### config.mk
export PLATFORM = sky130hd
export DESIGN_NAME = bcd_countdown_timer_flat
export DESIGN_NICKNAME = d
export VERILOG_FILES = /design/src/rtl/bcd_countdown_timer_pkg.sv /design/src/rtl/bcd_countdown_timer_if.sv /design/src/rtl/bcd_countdown_timer_digit.sv /design/src/rtl/bcd_countdown_timer.sv /design/src/flat_wrapper.sv
export SDC_FILE = /design/constraint.sdc
export NUM_CORES = 1
export LEC_CHECK = 0
export ABC_AREA = 1
export BUFFER_PORTS_ARGS = -buffer_cell sky130_fd_sc_hd__buf_2
export CORE_ASPECT_RATIO = 1.75
export CORE_MARGIN = 1
export CORE_UTILIZATION = 53
export CTS_CLUSTER_DIAMETER = 100
export CTS_CLUSTER_SIZE = 20
export DETAILED_ROUTE_END_ITERATION = 7
export GPL_TIMING_DRIVEN = 0
export PLACE_DENSITY = 0.74
export SLEW_MARGIN = 5
export SYNTH_ARGS = -nofsm -noshare
export SYNTH_HDL_FRONTEND = slang
export SYNTH_SLANG_ARGS = --single-unit
### constraint.sdc
create_clock -name CLK_I -period 1.8 [get_ports CLK_I]
set_input_delay 0.36 -clock CLK_I [delete_from_list [all_inputs] [get_ports CLK_I]]
set_output_delay 0.36 -clock CLK_I [all_outputs]
set_load 0.02 [all_outputs]
### src/rtl/bcd_countdown_timer_pkg.sv
// Shared types and helpers for the BCD countdown timer: FSM state encoding
// and BCD digit clamping.
package timer_pkg;

  typedef enum logic [1:0] {
    ST_IDLE    = 2'd0,
    ST_RUN     = 2'd1,
    ST_PAUSED  = 2'd2,
    ST_EXPIRED = 2'd3
  } timer_state_t;

  localparam logic [3:0] BCD_MAX = 4'd9;

  function automatic logic [3:0] bcd_clamp(input logic [3:0] nibble);
    return (nibble > BCD_MAX) ? BCD_MAX : nibble;
  endfunction

endpackage

### src/rtl/bcd_countdown_timer_if.sv
// Control and status bundle between the front-panel logic (master) and the
// countdown timer (slave).
interface bcd_countdown_timer_if #(
  parameter int NUM_DIGITS = 3
);
  localparam int W = 4 * NUM_DIGITS;

  logic                  LOAD_I;
  logic [W-1:0]          PRESET_I;
  logic                  START_I;
  logic                  PAUSE_I;
  logic                  TICK_O;
  logic [W-1:0]          TIM_O;
  logic [NUM_DIGITS-1:0] BORROW_O;
  logic                  RUNNING_O;
  logic                  TIMEOUT_O;

  modport master (
    output LOAD_I, PRESET_I, START_I, PAUSE_I,
    input  TICK_O, TIM_O, BORROW_O, RUNNING_O, TIMEOUT_O
  );

  modport slave (
    input  LOAD_I, PRESET_I, START_I, PAUSE_I,
    output TICK_O, TIM_O, BORROW_O, RUNNING_O, TIMEOUT_O
  );
endinterface

### src/rtl/bcd_countdown_timer_digit.sv
// One BCD down-counting digit: loads a clamped value, decrements on dec_en
// and wraps 0 -> 9 with a same-cycle borrow.
module bcd_down_digit
  import timer_pkg::*;
#(
  parameter logic [3:0] RESET_VAL = 4'd0
) (
  input  logic       CLK_I,
  input  logic       SW_RESET_I,
  input  logic       load,
  input  logic [3:0] load_val,
  input  logic       dec_en,
  output logic [3:0] q,
  output logic       borrow
);

  logic [3:0] r_q;

  always_ff @(posedge CLK_I) begin
    if (SW_RESET_I) begin
      r_q <= RESET_VAL;
    end else if (load) begin
      r_q <= bcd_clamp(load_val);
    end else if (dec_en) begin
      r_q <= (r_q == 4'd0) ? BCD_MAX : r_q - 4'd1;
    end
  end

  assign q      = r_q;
  assign borrow = dec_en && (r_q == 4'd0);

endmodule

### src/rtl/bcd_countdown_timer.sv
// N-digit BCD countdown timer: run/pause/load FSM, tick prescaler and zero
// detect around a chain of bcd_down_digit counters.
module bcd_countdown_timer
  import timer_pkg::*;
#(
  parameter int                      NUM_DIGITS   = 3,
  parameter int                      TICK_DIV     = 50_000_000,
  parameter logic [4*NUM_DIGITS-1:0] RESET_PRESET = 12'h020
) (
  input  logic                  CLK_I,
  input  logic                  SW_RESET_I,
  bcd_countdown_timer_if.slave  bus
);

  localparam int W  = 4 * NUM_DIGITS;
  localparam int PW = (TICK_DIV > 1) ? $clog2(TICK_DIV) : 1;
  localparam logic [PW-1:0] P_LAST = PW'(TICK_DIV - 1);

  timer_state_t          r_state;
  logic [PW-1:0]         r_presc;
  logic                  r_timeout;

  logic                  w_tick;
  logic                  w_dec;
  logic                  w_is_zero;
  logic                  w_is_one;
  logic [W-1:0]          w_tim;
  logic [NUM_DIGITS-1:0] w_dec_en;
  logic [NUM_DIGITS-1:0] w_borrow;
  logic [NUM_DIGITS-1:0] w_digit_zero;

  assign w_tick    = (r_state == ST_RUN) && (r_presc == P_LAST);
  // A tick that coincides with LOAD or PAUSE is swallowed: no decrement.
  assign w_dec     = w_tick && !bus.LOAD_I && !bus.PAUSE_I;
  assign w_is_zero = ~|w_tim;
  assign w_is_one  = (w_tim == W'(1));

  genvar gi;
  generate
    for (gi = 0; gi < NUM_DIGITS; gi++) begin : g_digit
      if (gi == 0) begin : g_lsb
        assign w_dec_en[gi] = w_dec;
      end else begin : g_chain
        assign w_dec_en[gi] = w_dec_en[gi-1] && w_digit_zero[gi-1];
      end

      bcd_down_digit #(
        .RESET_VAL (RESET_PRESET[4*gi +: 4])
      ) u_digit (
        .CLK_I      (CLK_I),
        .SW_RESET_I (SW_RESET_I),
        .load       (bus.LOAD_I),
        .load_val   (bus.PRESET_I[4*gi +: 4]),
        .dec_en     (w_dec_en[gi]),
        .q          (w_tim[4*gi +: 4]),
        .borrow     (w_borrow[gi])
      );

      assign w_digit_zero[gi] = (w_tim[4*gi +: 4] == 4'd0);
    end
  endgenerate

  always_ff @(posedge CLK_I) begin
    if (SW_RESET_I) begin
      r_state   <= ST_IDLE;
      r_presc   <= '0;
      r_timeout <= 1'b0;
    end else if (bus.LOAD_I) begin
      r_state   <= ST_IDLE;
      r_presc   <= '0;
      r_timeout <= 1'b0;
    end else begin
      case (r_state)
        ST_RUN: begin
          // Pause freezes the prescaler so a resume finishes the partial tick.
          if (bus.PAUSE_I) begin
            r_state <= ST_PAUSED;
          end else begin
            r_presc <= (r_presc == P_LAST) ? '0 : r_presc + 1'b1;
            if (w_tick && w_is_one) begin
              r_state   <= ST_EXPIRED;
              r_timeout <= 1'b1;
            end
          end
        end
        ST_IDLE, ST_PAUSED: begin
          if (bus.START_I) begin
            if (w_is_zero) begin
              r_state   <= ST_EXPIRED;
              r_timeout <= 1'b1;
            end else begin
              r_state <= ST_RUN;
            end
          end
        end
        default: ;
      endcase
    end
  end

  assign bus.TICK_O    = w_tick;
  assign bus.TIM_O     = w_tim;
  assign bus.BORROW_O  = w_borrow;
  assign bus.RUNNING_O = (r_state == ST_RUN);
  assign bus.TIMEOUT_O = r_timeout;

endmodule

### src/flat_wrapper.sv
// flat-port wrapper written by rule: the top's interface ports become plain ports
module bcd_countdown_timer_flat import timer_pkg::*;
#(
  parameter int                      NUM_DIGITS   = 3,
  parameter int                      TICK_DIV     = 50_000_000,
  parameter logic [4*NUM_DIGITS-1:0] RESET_PRESET = 12'h020
)
  (CLK_I, SW_RESET_I, bus_LOAD_I, bus_PRESET_I, bus_START_I, bus_PAUSE_I, bus_TICK_O, bus_TIM_O, bus_BORROW_O, bus_RUNNING_O, bus_TIMEOUT_O);
  bcd_countdown_timer_if #(.NUM_DIGITS(NUM_DIGITS)) bus_i ();
  input  logic CLK_I;
  input  logic SW_RESET_I;
  input wire logic [$bits(bus_i.LOAD_I)-1:0] bus_LOAD_I;
  input wire logic [$bits(bus_i.PRESET_I)-1:0] bus_PRESET_I;
  input wire logic [$bits(bus_i.START_I)-1:0] bus_START_I;
  input wire logic [$bits(bus_i.PAUSE_I)-1:0] bus_PAUSE_I;
  output wire logic [$bits(bus_i.TICK_O)-1:0] bus_TICK_O;
  output wire logic [$bits(bus_i.TIM_O)-1:0] bus_TIM_O;
  output wire logic [$bits(bus_i.BORROW_O)-1:0] bus_BORROW_O;
  output wire logic [$bits(bus_i.RUNNING_O)-1:0] bus_RUNNING_O;
  output wire logic [$bits(bus_i.TIMEOUT_O)-1:0] bus_TIMEOUT_O;
  assign bus_i.LOAD_I = bus_LOAD_I;
  assign bus_i.PRESET_I = bus_PRESET_I;
  assign bus_i.START_I = bus_START_I;
  assign bus_i.PAUSE_I = bus_PAUSE_I;
  assign bus_TICK_O = bus_i.TICK_O;
  assign bus_TIM_O = bus_i.TIM_O;
  assign bus_BORROW_O = bus_i.BORROW_O;
  assign bus_RUNNING_O = bus_i.RUNNING_O;
  assign bus_TIMEOUT_O = bus_i.TIMEOUT_O;
  bcd_countdown_timer #(.NUM_DIGITS(NUM_DIGITS), .TICK_DIV(TICK_DIV), .RESET_PRESET(RESET_PRESET)) u_core (.CLK_I(CLK_I), .SW_RESET_I(SW_RESET_I), .bus(bus_i));
endmodule
### After elaboration in Yosys (flattened, before gate mapping)

Index checks and enable logic that the tools add are counted.
W data, S select, Z words.

| word-level totals | value |
|---|---|
| flip-flop bits (word level) | 41 |
| input port bits | 17 |
| output and inout port bits | 18 |
| word-level logic and storage cells | 69 |

| operators by class | value |
|---|---|
| $add $sub $neg | 4 |
| $lt $le $gt $ge | 3 |
| equality and inequality tests | 9 |
| multiplexer cells | 23 |
| bitwise operators | 1 |
| reductions and logical operators | 23 |

Operators with widths:

| cell | number |
|---|---|
| $mux W4 | 12 |
| $add A26 B1 Y26 const B | 1 |
| $eq A26 B26 Y1 const B | 1 |
| $mux W26 | 1 |
| $eq A12 B1 Y1 const B | 1 |
| $gt A4 B4 Y1 const B | 3 |
| $logic_not A4 Y1 | 3 |
| $reduce_or A12 Y1 | 1 |
| $sub A4 B1 Y4 const B | 3 |
| $mux W2 | 4 |
| $reduce_bool A2 Y1 | 4 |
| $logic_and A1 B1 Y1 | 7 |
| $ne A2 B2 Y1 const B | 3 |
| $reduce_and A5 Y1 | 1 |
| $mux W1 | 4 |
| $pmux W2 S2 | 1 |
| $reduce_or A2 Y1 | 2 |
| $ne A3 B2 Y1 const B | 1 |
| $reduce_and A3 Y1 | 1 |
| $eq A2 B1 Y1 const B | 1 |
| $eq A2 B2 Y1 const B | 1 |
| $logic_not A1 Y1 | 2 |
| $logic_not A2 Y1 | 1 |
| $ne A2 B1 Y1 const B | 1 |
| other kinds (3) | 3 |

### Depth between registers and ports, before layout

Gate-level depths: netlist of run 1.

| depth | value |
|---|---|
| depth in word-level cells | 8 |
| mapped depth | 12 |
| gate-level depth less buffers | 11 |

### Hierarchy

A second synthesis of run 1 with hierarchy kept.

| unflattened totals | value |
|---|---|
| cells, all modules | 421 |
| area total of the unflattened synthesis | 2,552.4 µm² |

By module, submodules not included:

| module | times used | cells an instance | area each (µm²) | seq. area each (µm²) |
|---|---|---|---|---|
| bcd_countdown_timer | 1 | 278 | 1,751.7 | 580.6 |
| bcd_down_digit (u_core.g_digit[0].u_digit ...) | 2 | 49 | 271.5 | 80.1 |
| bcd_down_digit (u_core.g_digit[1].u_digit) | 1 | 45 | 257.7 | 80.1 |

### Least setup slack after synthesis of run 1

No wires, ideal clock.

| timing path | value |
|---|---|
| kind | register to output |
| start point | reg u_core.r_presc[0] |
| end point | out bus_BORROW_O[2] |
| data arrival time | 1.503 ns |
| data required time | 1.440 ns |
| setup slack | -0.063 ns |
| cell stages (with the launch flop) | 9 |
| buffers on the path | 1 |
| path through | dfxtp_1 -> ha_1 -> nand3_1 -> nor2_1 -> nand2_1 -> nor2_1 -> nand4_1 -> nor3_1 -> buf_4 |

| on the way | value |
|---|---|
| cells in the longest elaborated chain, start to end | 7 |

RTL lines:

| what | RTL line | source |
|---|---|---|
| from (decl) | bcd_countdown_timer.sv:20 | `logic [PW-1:0] r_presc;` |
| from (signal assigned) | bcd_countdown_timer.sv:79 | `r_presc <= (r_presc == P_LAST) ? '0 : r_presc + 1'b1;` |
| $eq A26 B26 Y1 | bcd_countdown_timer.sv:32 | `assign w_tick = (r_state == ST_RUN) && (r_presc == P_LAST);` |
| $logic_and A1 B1 Y1 | bcd_countdown_timer.sv:32 |  |
| $logic_and A1 B1 Y1 (2 in a row) | bcd_countdown_timer.sv:34 | `assign w_dec = w_tick && !bus.LOAD_I && !bus.PAUSE_I;` |
| $logic_and A1 B1 Y1 (2 in a row) | bcd_countdown_timer.sv:44 | `assign w_dec_en[gi] = w_dec_en[gi-1] && w_digit_zero[gi-1];` |
| $logic_and A1 B1 Y1 | bcd_countdown_timer_digit.sv:30 | `assign borrow = dec_en && (r_q == 4'd0);` |
| to (decl) | flat_wrapper.sv:18 | `output wire logic [$bits(bus_i.BORROW_O)-1:0] bus_BORROW_O;` |

Every way passes these cells.

### Final worst setup path of run 1

Ends and elaborated chain as after synthesis.

==> results of run 1 <==
-- kinds of logic after synthesis --
kind of cell             Yosys count  share of synthesized area (%)
buffers and inverters             70                           10.1
XOR/XNOR                          10                           3.15
flip-flops                        41                           29.5
AND/OR/NAND/NOR                  274                           46.2
AO/OA/AOI/OAI                     55                           10.6
adder cells (fa/ha/maj)            1                          0.450
-- state kept, by name, summed over array words and instances (netlist names) --
name	flops
u_core.bus.TIMEOUT_O	1
u_core.g_digit.u_digit.q	12
u_core.r_presc	26
u_core.r_state	2
-- worst max path at each step --
stage          slack [ps]  depth (start not counted)         endpoint         startpoint
6_report             -300                          8  bus_BORROW_O[2]  u_core.r_presc[0]
5_1_grt              -380                          8  bus_BORROW_O[2]  u_core.r_presc[0]
4_1_cts              -300                         10  bus_BORROW_O[2]  u_core.r_presc[6]
3_5_place_dp         -270                          9  bus_BORROW_O[2]  u_core.r_presc[1]
3_3_place_gp         -260                          9  bus_BORROW_O[2]  u_core.r_presc[1]
2_1_floorplan          20                          8  bus_BORROW_O[2]  u_core.r_presc[1]
-- through the flow --
| stage | TNS [ps] | util, % | instances | power [W] |
|---|---|---|---|---|
| 6_report | -824 | 72.1 | 579 | 0.00220 |
| 2_1_floorplan | 0 | - | 451 | 0.00121 |
| 3_5_place_dp | -659 | 60.2 | 538 | 0.00131 |
| 3_3_place_gp | -617 | 60.2 | 538 | 0.00131 |
| 4_1_cts | -1600 | 68.8 | 571 | 0.00220 |
| 5_1_grt | -1260 | 72.1 | 579 | 0.00227 |
-- power breakdown --
group	switching [W]	total, W	leakage, nW	internal (W)
sequential	0.0000288	0.000949	0.347	0.000920
combinational	0.000227	0.000339	1.10	0.000112
clock	0.000357	0.000909	0.0681	0.000552
total	0.000613	0.00220	1.52	0.00158
-- cells in the mapped netlist, types with 2 or more instances --
cell	number
nor2_1	75
buf_4	4
nand3_4	2
nor3_1	8
buf_2	3
nand2_1	120
clkbuf_1	2
nand2_4	2
o21bai_1	2
a21oi_1	28
inv_1	53
nor2_4	7
nand3_1	26
inv_2	7
nand3_2	2
xnor2_1	2
dfxtp_1	41
nor2_2	3
nor3b_1	2
o21ai_0	13
nand2_2	6
or2_2	2
xor2_1	8
nand4_1	15
o21ai_1	5
o22ai_1	3
nor3_2	2
-- cell type report --
class                           instances  area, µm²  share of cell area (%)
Clock inverter                          3       65.1                    1.80
Inverter                               61        236                    6.53
Buffer                                  5       25.0                   0.691
Multi-Input combinational cell        340       1830                    50.4
Timing Repair Buffer                   70        460                    12.7
Tap cell                               54       67.6                    1.87
Sequential cell                        41        871                    24.0
Clock buffer                            5       68.8                    1.90
-- timing repair --
| item | 4_1_cts | 5_1_grt |
|---|---|---|
| buffers inserted | 28 | 13 |
| hold buffers | 0 | 0 |
| pin swaps | 14 | 19 |
| gates resized for setup | 46 | 30 |
| setup endpoints to repair | 7 | 19 |
-- routing by layer --
| metal | vias up | part of all wire, % | global-route usage [%] |
|---|---|---|---|
| met5 | - | 0 | 0 |
| met4 | 0 | 6.4 | 19.5 |
| met3 | 47 | 3.8 | 3.44 |
| met2 | 123 | 55 | 62.0 |
| met1 | 1502 | 35 | 28.0 |
| li1 | 1580 | - | - |
==> run summary, run 1 <==
The flow ran to the end, but the final reports show violations. The final reports fail on negative setup slack. The largest total area in the synthesized netlist belongs to dfxtp_1. The half-perimeter wire length after detailed placement is 5850 µm.

The total number of vias came out at 3,252. The critical path data required time came out at 1440 ps. Leaving out fill and tap cells, the most frequent cell in the layout is nand2_1. The area of all placed cells without fillers is 0.00362 mm². In this run the critical register-to-register path is launched from u_core.r_presc[0]. The portion of the clock cycle consumed by the worst path in the final layout is 117%. The top-level port count is 35.

The critical path data arrival time is 1740 ps. The worst min-delay path endpoint is u_core.r_state[0]. The final clock skew came out at 8.09 ps. The static leakage came out at 1.52 nW.

The root buffer cell chosen for the clock tree is clkbuf_8. Relative to the synthesized area, the layout overhead comes to 30.2%. After synthesis, the mean cell area works out to 6.17 µm². The slowest cell on the critical path is dfxtp_4. The number of fill cells in the layout is 413. The count of nets left with antenna violations after detail routing came out at 0. The final max-slew violation count is 0. The total inserted antenna cells is 0. The max-cap violation count is 0. The area enclosed by the die boundary is 0.00555 mm².

The warning count from the yosys run is 0. The number of placement rows came out at 34. The number of buffers on the longest clock path is 2.

The number of buffers added on ports came out at 33. The maximum fanout encountered on the critical timing path came out at 3. The hold path depth came out at 2. The largest single stage delay on the critical path is 370 ps. Timing analysis after detailed placement gives a worst setup slack of -274 ps.

In this run the critical register-to-register path is captured at u_core.r_state[1]. The number of antenna violations at the first check in global routing is 0. The H-tree depth came out at 2.

The highest ir drop seen on vdd is 0.496 mV. The critical path goes through ha_4 -> nand3_4 -> nor2_4 -> nand2_2 -> nor2_2 -> nand4_1 -> nor3_2 -> buf_4. STA classifies the critical path endpoint as an output pin.

Setup repair after global routing could not meet its margin everywhere. In the post-synthesis netlist, the biggest area contributors are dfxtp_1 30%, nand2_1 16%, nor2_1 10%. Static timing analysis puts the maximum clock frequency at 476 MHz. Among all flip-flop cells after synthesis, the most frequent one is dfxtp_1.

The remaining routing DRC violations came out at 0. The first-pass iteration count of the detailed router came out at 4. The buffers plus inverters on the worst setup path is 1.

The number of cells on the worst reg-to-reg path is 14. The ratio of total power to cell area came out at 607 mW/mm². Counting every instance in the synthesized netlist gives 451. The first-pass GRT wire length is 13,600 µm.

The final estimated routing congestion in global placement is 0.927. The TritonCTS clock tree is done. The final routed wire length divided by cell count is 15.1 µm.

The later pin in the worst-skew pair is clocked with a latency of 310 ps. In the layout the commonest cells are 114 x nand2_1, 66 x nor2_1, 51 x inv_1, 40 x buf_4, 31 x buf_2. The startpoint identified for the worst hold timing path is bus_PAUSE_I.

Hold is met by 268 ps. The starting density of the core came out at 55.4%. The count of flip-flops with a built-in enable after synthesis is 0. The synthesized design contains 41 register bits. The number of buffers inserted during clock tree synthesis is 5. The register area share after synthesis came out at 29.5%. The path type of the worst setup path is flop to output pin. The slew of the pin with the lowest slew margin is 602 ps. The clock sink count came out at 41. Summing all placed instances gives a cell area of 0.00302 mm².

In the final layout, the share of cells above drive strength 1 is 30.5%. The die is 56.8 µm wide. The count of nets after finishing came out at 542.

Summed over all layers, the global routing overflow is 0. The global-route usage over all layers is 31.0%. The least setup slack across all paths after layout came out at -300 ps. The area fraction of the dominant cell type after synthesis came out at 29.5%. The number of hold-slack violations in the final timing report is 0. The path class of the tightest hold or removal check is input port to flop. In this run the vertical extent of the chip is 97.8 µm. The cell area after synthesis came out at 0.00278 mm². The via density per instance is 5.62. Grouping stages by cell kind, the critical path spends the most delay in simple AND/OR/NAND/NOR gates. After clock tree synthesis, the clock-pin slew on the worst setup and hold paths is 80 ps. The post-synthesis cell type count came out at 35.

The setup violation total in the final timing report is 4. The synthesized net count is 469. Entering global routing, the biggest net connects 14 pins. The number of violations reported at the end of detailed-routing iteration 0 is 143. STA classifies the critical path startpoint as a flop. For this run, asynchronously set or reset flops after synthesis account for 0%.

The floorplan step defined a core boundary enclosing 0.00502 mm². Across all register-to-register paths, the minimum setup slack is 30 ps. Measured against its own limit, the worst slew margin works out to 59.9%.

Summed over all layers, the routed wires come to 8760 µm. The clock period minus worst slack is 2100 ps. The via count of the first global-routing pass came to 3,124.
Note: power is estimated with default switching activity, not from simulation.
==> run 2: changes to the inputs <==
- CORE_UTILIZATION: 53 -> 52
- PLACE_DENSITY: 0.74 -> 0.73
- SYNTH_HIERARCHICAL: not set -> 1
==> run 2 against run 1 <==
Against the previous run: the flow still finishes with violations (negative setup slack); die area shrank 6.3%; total power shrank 16%; combinational power shrank 17%; non-clock buffer count shrank 17; sequential power grew 1%; global-route usage shrank 4.3 points; final cell count shrank 7.4%; sequential cell count is the same.
==> run summary, run 2 <==
The flow ran to the end, but the final reports show violations. The final reports fail on negative setup slack. The utilization after layout was 67.5% (-4.6 points). The critical path data required time is 1440 ps (about the same). TritonCTS built the clock tree. The number of buffers added on ports is 34 (+3.0%). The parity-gate share of the synthesized area counting xor and xnor cells came to 3.09% (-0.061 points). The most common cell in the synthesized netlist is nand2_1.

The min-delay analysis places its worst path in the category input port to flop. The clock sink count is 41 (unchanged). The remaining routing DRC violations is 0 (unchanged). Clock tree synthesis selected as its root buffer the cell clkbuf_8. The ratio of total power to cell area is 577 mW/mm² (-4.8%). The share of layout cells above drive strength 1 came out at 28.5% (-2.0 points).

The area fraction in and, or, nand and nor cells after synthesis came out at 42.6% (-3.5 points). The number of placement rows is 33 (-2.9%). The most used flip-flop cell after synthesis is dfxtp_1. The combined flip-flop and latch cell area came to 842 µm² (-3.3%). The via density per instance is 5.15 (-8.4%). The final estimated routing congestion in global placement came to 0.921 (-0.57%). The final routed wire length divided by cell count is 11.9 µm (-21%). Yosys attributes the largest share of cell area to dfxtp_1 32%, nand2_1 16%, nor2_1 11%. The least setup slack across all paths after layout came to -456 ps (-156 ps).

The adder-cell share of the synthesized area is 0.490% (+0.040 points). STA classifies the critical path endpoint as an output pin. The count of nets left with antenna violations after detail routing is 0 (unchanged). The critical path is of the flop to output pin type. The relative slew slack is 64.9% (+5.0 points). The footprint of the multi-input gates came out at 0.00157 mm² (-14%). The critical path data arrival time came out at 1900 ps (+160 ps). The vertical die dimension is 94.7 µm (-3.2%). The max-cap violation count came to 0 (unchanged). The synthesized net count is 439 (-6.4%). The static leakage is 1.41 nW (-6.8%). The area of all placed cells without fillers came out at 0.00318 mm² (-12%).

The total number of vias is 2,758 (-15%). The mux contribution to synthesized area is 0% (unchanged). In this design, the critical path's most frequently occurring cell is inv_2.

The number of hold-slack violations in the final timing report came to 0 (unchanged). The number of buffers on the longest clock path came out at 2 (unchanged). The maximum fanout encountered on the critical timing path was 3 (unchanged). The largest register by flop count is u_core/r_presc.

The area of the core region came out at 0.00471 mm² (-6.2%). The first-pass GRT wire length came to 10,200 µm (-25%). The global-route usage over all layers came out at 26.7% (-4.3 points). The highest ir drop seen on vdd came out at 0.633 mV (+28%). The flip-flop count of the largest register, all copies and words added came out at 26 (unchanged). The delay contributed by the slowest stage of the critical path is 380 ps (about the same). The count of flip-flops with a built-in enable after synthesis came to 0 (unchanged).

The area enclosed by the die boundary is 0.00520 mm² (-6.3%). The number of buffers inserted for hold repair after clock tree synthesis is 0 (unchanged). The final max-slew violation count came out at 0 (unchanged).

The post-synthesis cell type count is 30 (-14%). The overflow left after global routing is 0 (unchanged). The half-perimeter wire length after detailed placement was 4870 µm (-17%). By area, the combinational part of the netlist is dominated by simple AND/OR/NAND/NOR gates.

The clock period minus worst slack came out at 2260 ps (+156 ps). The warning count from the yosys run is 6 (+6). Summed over all instances, the cell type with the most area after synthesis is dfxtp_1. The number of violations reported at the end of detailed-routing iteration 0 came out at 44 (-69%). In the layout the commonest cells are 108 x nand2_1, 67 x nor2_1, 46 x inv_1, 31 x buf_2, 28 x dfxtp_1. The portion of the clock cycle consumed by the worst path in the final layout came out at 125% (+8.6 points). The area overhead of the layout relative to synthesis came out at 24.5%. The fraction of the mapped netlist area in compound gates is 11.0% (+0.41 points).

The number of fill cells in the layout came out at 467 (+13%). The first-pass iteration count of the detailed router is 4 (unchanged). The final clock skew is 6.30 ps (-1.79 ps). Counting instances in the post-synthesis netlist gives the leading cell types as 112 x nand2_1, 75 x nor2_1, 54 x inv_1.

The H-tree depth came to 2 (unchanged). The clock network latency to the later pin of the worst-skew pair is 300 ps (about the same). The synthesis-stage register bit count is 41 (unchanged). The highest clock frequency the design can meet was 443 MHz (-6.9%). The signal on the critical path passes through nand2_1 -> inv_2 -> nand3_1 -> nor3_2 -> nand2_1 -> inv_2 -> nand3b_1 -> nor2_2 -> inv_2 -> nor2_4 -> buf_6. The starting density of the core is 54.2% (-1.2 points). The maximum number of pins on one net before global-route repair came out at 13 (-1). The horizontal die dimension is 55.0 µm (-3.2%). The clock-pin slew on the worst setup and hold paths is 80 ps (about the same). The count of nets after finishing came out at 501 (-7.6%). The final wirelength was 6400 µm (-27%).

The synthesized area per cell is 6.06 µm² (-1.7%). The number of antenna violations at the first check in global routing is 0 (unchanged). The startpoint kind of the worst setup timing path is a flop.

The slew of the pin with the lowest slew margin was 527 ps (-75.3 ps). The area fraction of the dominant cell type after synthesis was 32.2% (+2.6 points). The cell area after synthesis was 0.00255 mm² (-8.2%).

The setup violation total in the final timing report is 11 (+7). The largest individual stage delay along the critical path comes from the cell dfxtp_1. The most common cell after layout, fill and taps aside is nand2_1. The total inserted antenna cells came out at 0 (unchanged). The number of buffers inserted during clock tree synthesis came out at 5 (unchanged).

The via count of the first global-routing pass is 2,507 (-20%). The register area share after synthesis was 32.2% (+2.6 points). The top-level port count is 35 (unchanged). Setup repair after global routing could not meet its margin everywhere.

The synthesized instance count is 421 (-6.7%). The instance area after placement came out at 0.00285 mm² (-5.8%). The proportion of register bits with asynchronous set or reset after synthesis came out at 0% (unchanged).
-- run 2: cell count changes in the layout (fill, tap and decap cells not counted), moves of 6 or more --
cell     delta
buf_4      -17
inv_2      +14
dfxtp_1     +9
dfxtp_4     -7
nand4_1     -7
nand2_1     -6
nor2_2      +6
-- run 2: worst paths after layout --
kind                         from                             end  slack [ps]  cells past startpoint
max reg2reg    u_core/r_presc[14]  u_core/g_digit[1].u_digit/q[3]         -70                     14
min reg2reg  u_core/bus.TIMEOUT_O            u_core/bus.TIMEOUT_O         480                      2
max            u_core/r_presc[14]                 bus_BORROW_O[1]        -460                     11
min                   bus_PAUSE_I               u_core/r_state[0]         340                      2
-- run 2: metrics by stage --
stage / setup TNS (ps) / power (W) / std cells / hold WS (ps) / setup WS (ps)
finish: -1710 / 0.00184 / 536 / 336 / -456
global route: -3880 / 0.00193 / 536 / 339 / -586
CTS: -3010 / 0.00184 / 531 / 331 / -459
detailed placement: -2500 / 0.00125 / 507 / 459 / -361
global placement: -3060 / 0.00125 / 507 / 457 / -405
floorplan: -120 / 0.00116 / 421 / 422 / -66.9
-- run 2: logic make-up (layout without fill, tap and decap cells) --
| family | after synthesis | count (layout) |
|---|---|---|
| buffers and inverters | 71 | 134 |
| xor gates and xnor gates | 9 | 9 |
| DFF | 41 | 41 |
| adders and majority gates | 1 | 1 |
| and+or+nand+nor | 249 | 249 |
| AOI/OAI and AO/OA | 50 | 50 |
-- run 2: layer usage --
metal	track usage (%)	share of wire (%)	vias to the layer above
met1	25.0	38	1234
li1	-	-	1442
met3	5.48	3.1	20
met2	50.3	55	62
met4	13.3	3.5	0
met5	0	0	-
-- run 2: worst max-delay path, delay by kind of cell (launching register included) --
kind                   cells  cell delay (ps)
buffers and inverters      4              340
and+or+nand+nor            7              880
DFF                        1              380
-- run 2: report_power, final --
| part | internal [W] | switching, W |
|---|---|---|
| clock network | 0.000269 | 0.000326 |
| registers | 0.000927 | 0.0000324 |
| logic | 0.000100 | 0.000181 |
| total | 0.00130 | 0.000539 |
-- run 2: final cells by class --
| cell class | instances | area share [%] |
|---|---|---|
| clock buffers | 6 | 2.28 |
| multi-input cells | 309 | 49.3 |
| clock inverters | 2 | 0.315 |
| repair buffers | 56 | 11.1 |
| flip-flops and latches | 41 | 26.5 |
| plain buffers | 2 | 0.354 |
| inverters | 68 | 8.11 |
| well taps | 52 | 2.05 |
-- run 2: repair_timing --
action / CTS / global route
buffers inserted: 17 / 9
pin swaps: 9 / 4
endpoints found under the setup margin: 16 / 24
gates resized for setup: 23 / 13
==> run 3: changes to the inputs <==
- PLACE_DENSITY: 0.73 -> not set
- PLACE_DENSITY_LB_ADDON: not set -> 0.08
==> run 3 against run 2 <==
Against the previous run: the run still ends with negative setup slack left; sequential power is essentially flat; via count grew 3.7%; clock power grew 7.2%; fmax shrank 1.1%; first-iteration DRC count grew 98%; critical path depth is the same; sequential cell count is the same; routed wire length grew 8.3%; critical path type unchanged; largest power group unchanged; highest routed layer unchanged.
==> run summary, run 3 (synthesized netlist as in run 2, its figures left out) <==
The total instance count after detailed placement is 507 (unchanged). The clock network latency to the later pin of the worst-skew pair is 300 ps (about the same). The final wirelength came out at 6930 µm (+8.3%).

The internal power consumption came out at 0.00134 W (+3.7%). Setup repair after global routing could not meet its margin everywhere. The number of buffers on the longest clock path is 2 (unchanged). The via count of the first global-routing pass is 2,608 (+4.0%). The portion of the clock cycle consumed by the worst path in the final layout came out at 127% (+1.4 points). The relative slew slack is 65.3% (+0.46 points). The fraction of power spent switching nets came out at 29.0% (-0.41 points). The vertical die dimension is 94.7 µm (unchanged).

The static leakage is 1.43 nW (+1.4%). The number of antenna violations at the first check in global routing is 0 (unchanged). The flow ran to the end, but the final reports show violations. The portion of total power attributed to combinational logic is 15.6% (+0.3 points). The worst setup slack before clock tree synthesis was -423 ps (-61.3 ps). The highest ir drop seen on vdd is 0.439 mV (-31%).

The maximum fanout encountered on the critical timing path is 5 (+2). The horizontal die dimension came out at 55.0 µm (unchanged). The number of buffers added on ports came out at 34 (unchanged). Leaving out fill and tap cells, the most frequent cell in the layout is nand2_1.

The half-perimeter wire length after detailed placement is 5020 µm (+3.0%). The starting density of the core came out at 54.2% (unchanged). The critical path is of the flop to output pin type. The final routed wire length divided by cell count is 12.9 µm (+7.9%). The number of placement rows came out at 33 (unchanged).

The number of violations reported at the end of detailed-routing iteration 0 came out at 87 (+98%). The clock share of power was 33.7% (+1.3 points). The flip-flop count of the largest register, all copies and words added is 26 (unchanged). The post-layout instance count excluding filler cells is 538 (+0.37%). The worst hold-check slack is 324 ps (-12.1 ps). The switching power came out at 0.000548 W (+1.7%).

The critical path data required time is 1440 ps (about the same). The fraction of power consumed by sequential logic was 50.7% (-1.6 points). The global-route usage over all layers came out at 29.1% (+2.4 points). The maximum number of pins on one net before global-route repair is 13 (unchanged). The first-pass iteration count of the detailed router came to 4 (unchanged). The clock sink count came to 41 (unchanged). The number of hold-slack violations in the final timing report is 0 (unchanged).

Relative to the synthesized area, the layout overhead comes to 28.2%. The path class of the lowest-slack min-delay path is input port to flop. The overflow left after global routing is 0 (unchanged). The final max-slew violation count came out at 0 (unchanged). The clock period minus worst slack is 2280 ps (+24.9 ps). The share of layout cells above drive strength 1 is 32.7% (+4.2 points). The via density per instance came to 5.32 (+3.3%). The least setup slack across all paths after layout is -481 ps (-24.9 ps). The ratio of total power to cell area came out at 578 mW/mm² (+0.14%). The H-tree depth is 2 (unchanged). The total inserted antenna cells is 0 (unchanged). The highest clock frequency the design can meet is 438 MHz (-1.1%). The setup violation total in the final timing report is 12 (+1). The max-cap violation count is 0 (unchanged). The number of buffers inserted during clock tree synthesis came to 5 (unchanged). The critical path data arrival time was 1920 ps (+20 ps). The area of the core region came out at 0.00471 mm² (unchanged). The total number of vias is 2,861 (+3.7%). The clock-pin slew on the worst setup and hold paths was 80 ps (about the same). The final clock skew came out at 6.20 ps (-0.0917 ps). The area enclosed by the die boundary came out at 0.00520 mm² (unchanged). The cell chosen for the clock root is clkbuf_8. The checks that failed: negative setup slack. The first-pass GRT wire length is 11,000 µm (+7.5%). The worst setup path is launched from a flop. The count of nets after finishing came to 503 (+0.40%).

The top-level port count came to 35 (unchanged). The final estimated routing congestion in global placement was 0.899 (-2.4%). The slew of the pin with the lowest slew margin came out at 520 ps (-6.86 ps). In the layout the commonest cells are 100 x nand2_1, 63 x nor2_1, 46 x inv_1, 31 x buf_2, 24 x dfxtp_1. Counting flops per register, the top entry is u_core/r_presc.

The remaining routing DRC violations is 0 (unchanged). The worst setup path is captured at an output pin. TritonCTS built the clock tree. The count of nets left with antenna violations after detail routing is 0 (unchanged). The number of fill cells in the layout came to 443 (-5.1%).
run 3: changes by cell type in the layout (fill, tap and decap cells not counted), sizes merged:
cell and change:
buf +2, clkinv -2, clkbuf +2
run 3: final timing paths:
path         cells past startpoint  slack [ps]                             end          startpoint
min reg2reg                      2         490               u_core/r_state[1]   u_core/r_state[1]
max reg2reg                     14        -180  u_core/g_digit[1].u_digit/q[1]  u_core/r_presc[20]
min                              2         320               u_core/r_state[0]         bus_PAUSE_I
max                             11        -480                 bus_BORROW_O[1]  u_core/r_presc[20]
run 3: what timing repair did:
item	in CTS	in global routing
pin swaps	11	13
hold buffers	0	0
setup buffers	10	15
endpoints found under the setup margin	16	26
gates resized for setup	22	41
run 3: final cells by class:
| type | count | area [µm²] | area share (%) |
|---|---|---|---|
| Sequential cell | 41 | 847 | 25.9 |
| Clock buffer | 8 | 90.1 | 2.75 |
| Tap cell | 52 | 65.1 | 1.99 |
| Buffer | 2 | 15.0 | 0.459 |
| Multi-Input combinational cell | 309 | 1620 | 49.5 |
| Inverter | 68 | 258 | 7.87 |
| Timing Repair Buffer | 58 | 377 | 11.5 |
run 3: worst max-delay path: stages (launching register included):
cell and delay [ps]:
dfxtp_4 370, nand2_1 80, nor2_4 130, nand3_2 100
nor3_2 170, nand2_1 80, inv_2 60, nand3b_1 160
nor2_2 200, inv_2 70, nor2_4 80, buf_6 120
run 3: routing by layer:
metal / vias up / share of wire (%) / routed length (µm) / global-route usage, %
met5: - / 0 / 0 / 0
met4: 0 / 5.4 / 376 / 17.5
met3: 31 / 5.4 / 374 / 6.76
met2: 83 / 55 / 3800 / 52.6
met1: 1298 / 34 / 2380 / 27.5
li1: 1449 / - / - / -
run 3: per-stage QoR:
stage          power (W)  util, %  area [µm²]  TNS [ps]
2_1_floorplan    0.00116        -        2610      -120
3_3_place_gp     0.00125     60.5        2850     -4040
3_5_place_dp     0.00125     60.5        2850     -3560
4_1_cts          0.00188     64.9        3060     -1820
5_1_grt          0.00198     69.5        3270     -4660
6_report         0.00189     69.5        3270     -2360
run 3: power groups by stage:
stage | combinational, W | clock (W) | sequential [W]
2_1_floorplan | 0.000160 | 0 | 0.00100
3_3_place_gp | 0.000268 | 0 | 0.000981
3_5_place_dp | 0.000272 | 0 | 0.000981
4_1_cts | 0.000275 | 0.000650 | 0.000960
5_1_grt | 0.000331 | 0.000687 | 0.000965
6_report | 0.000295 | 0.000638 | 0.000960
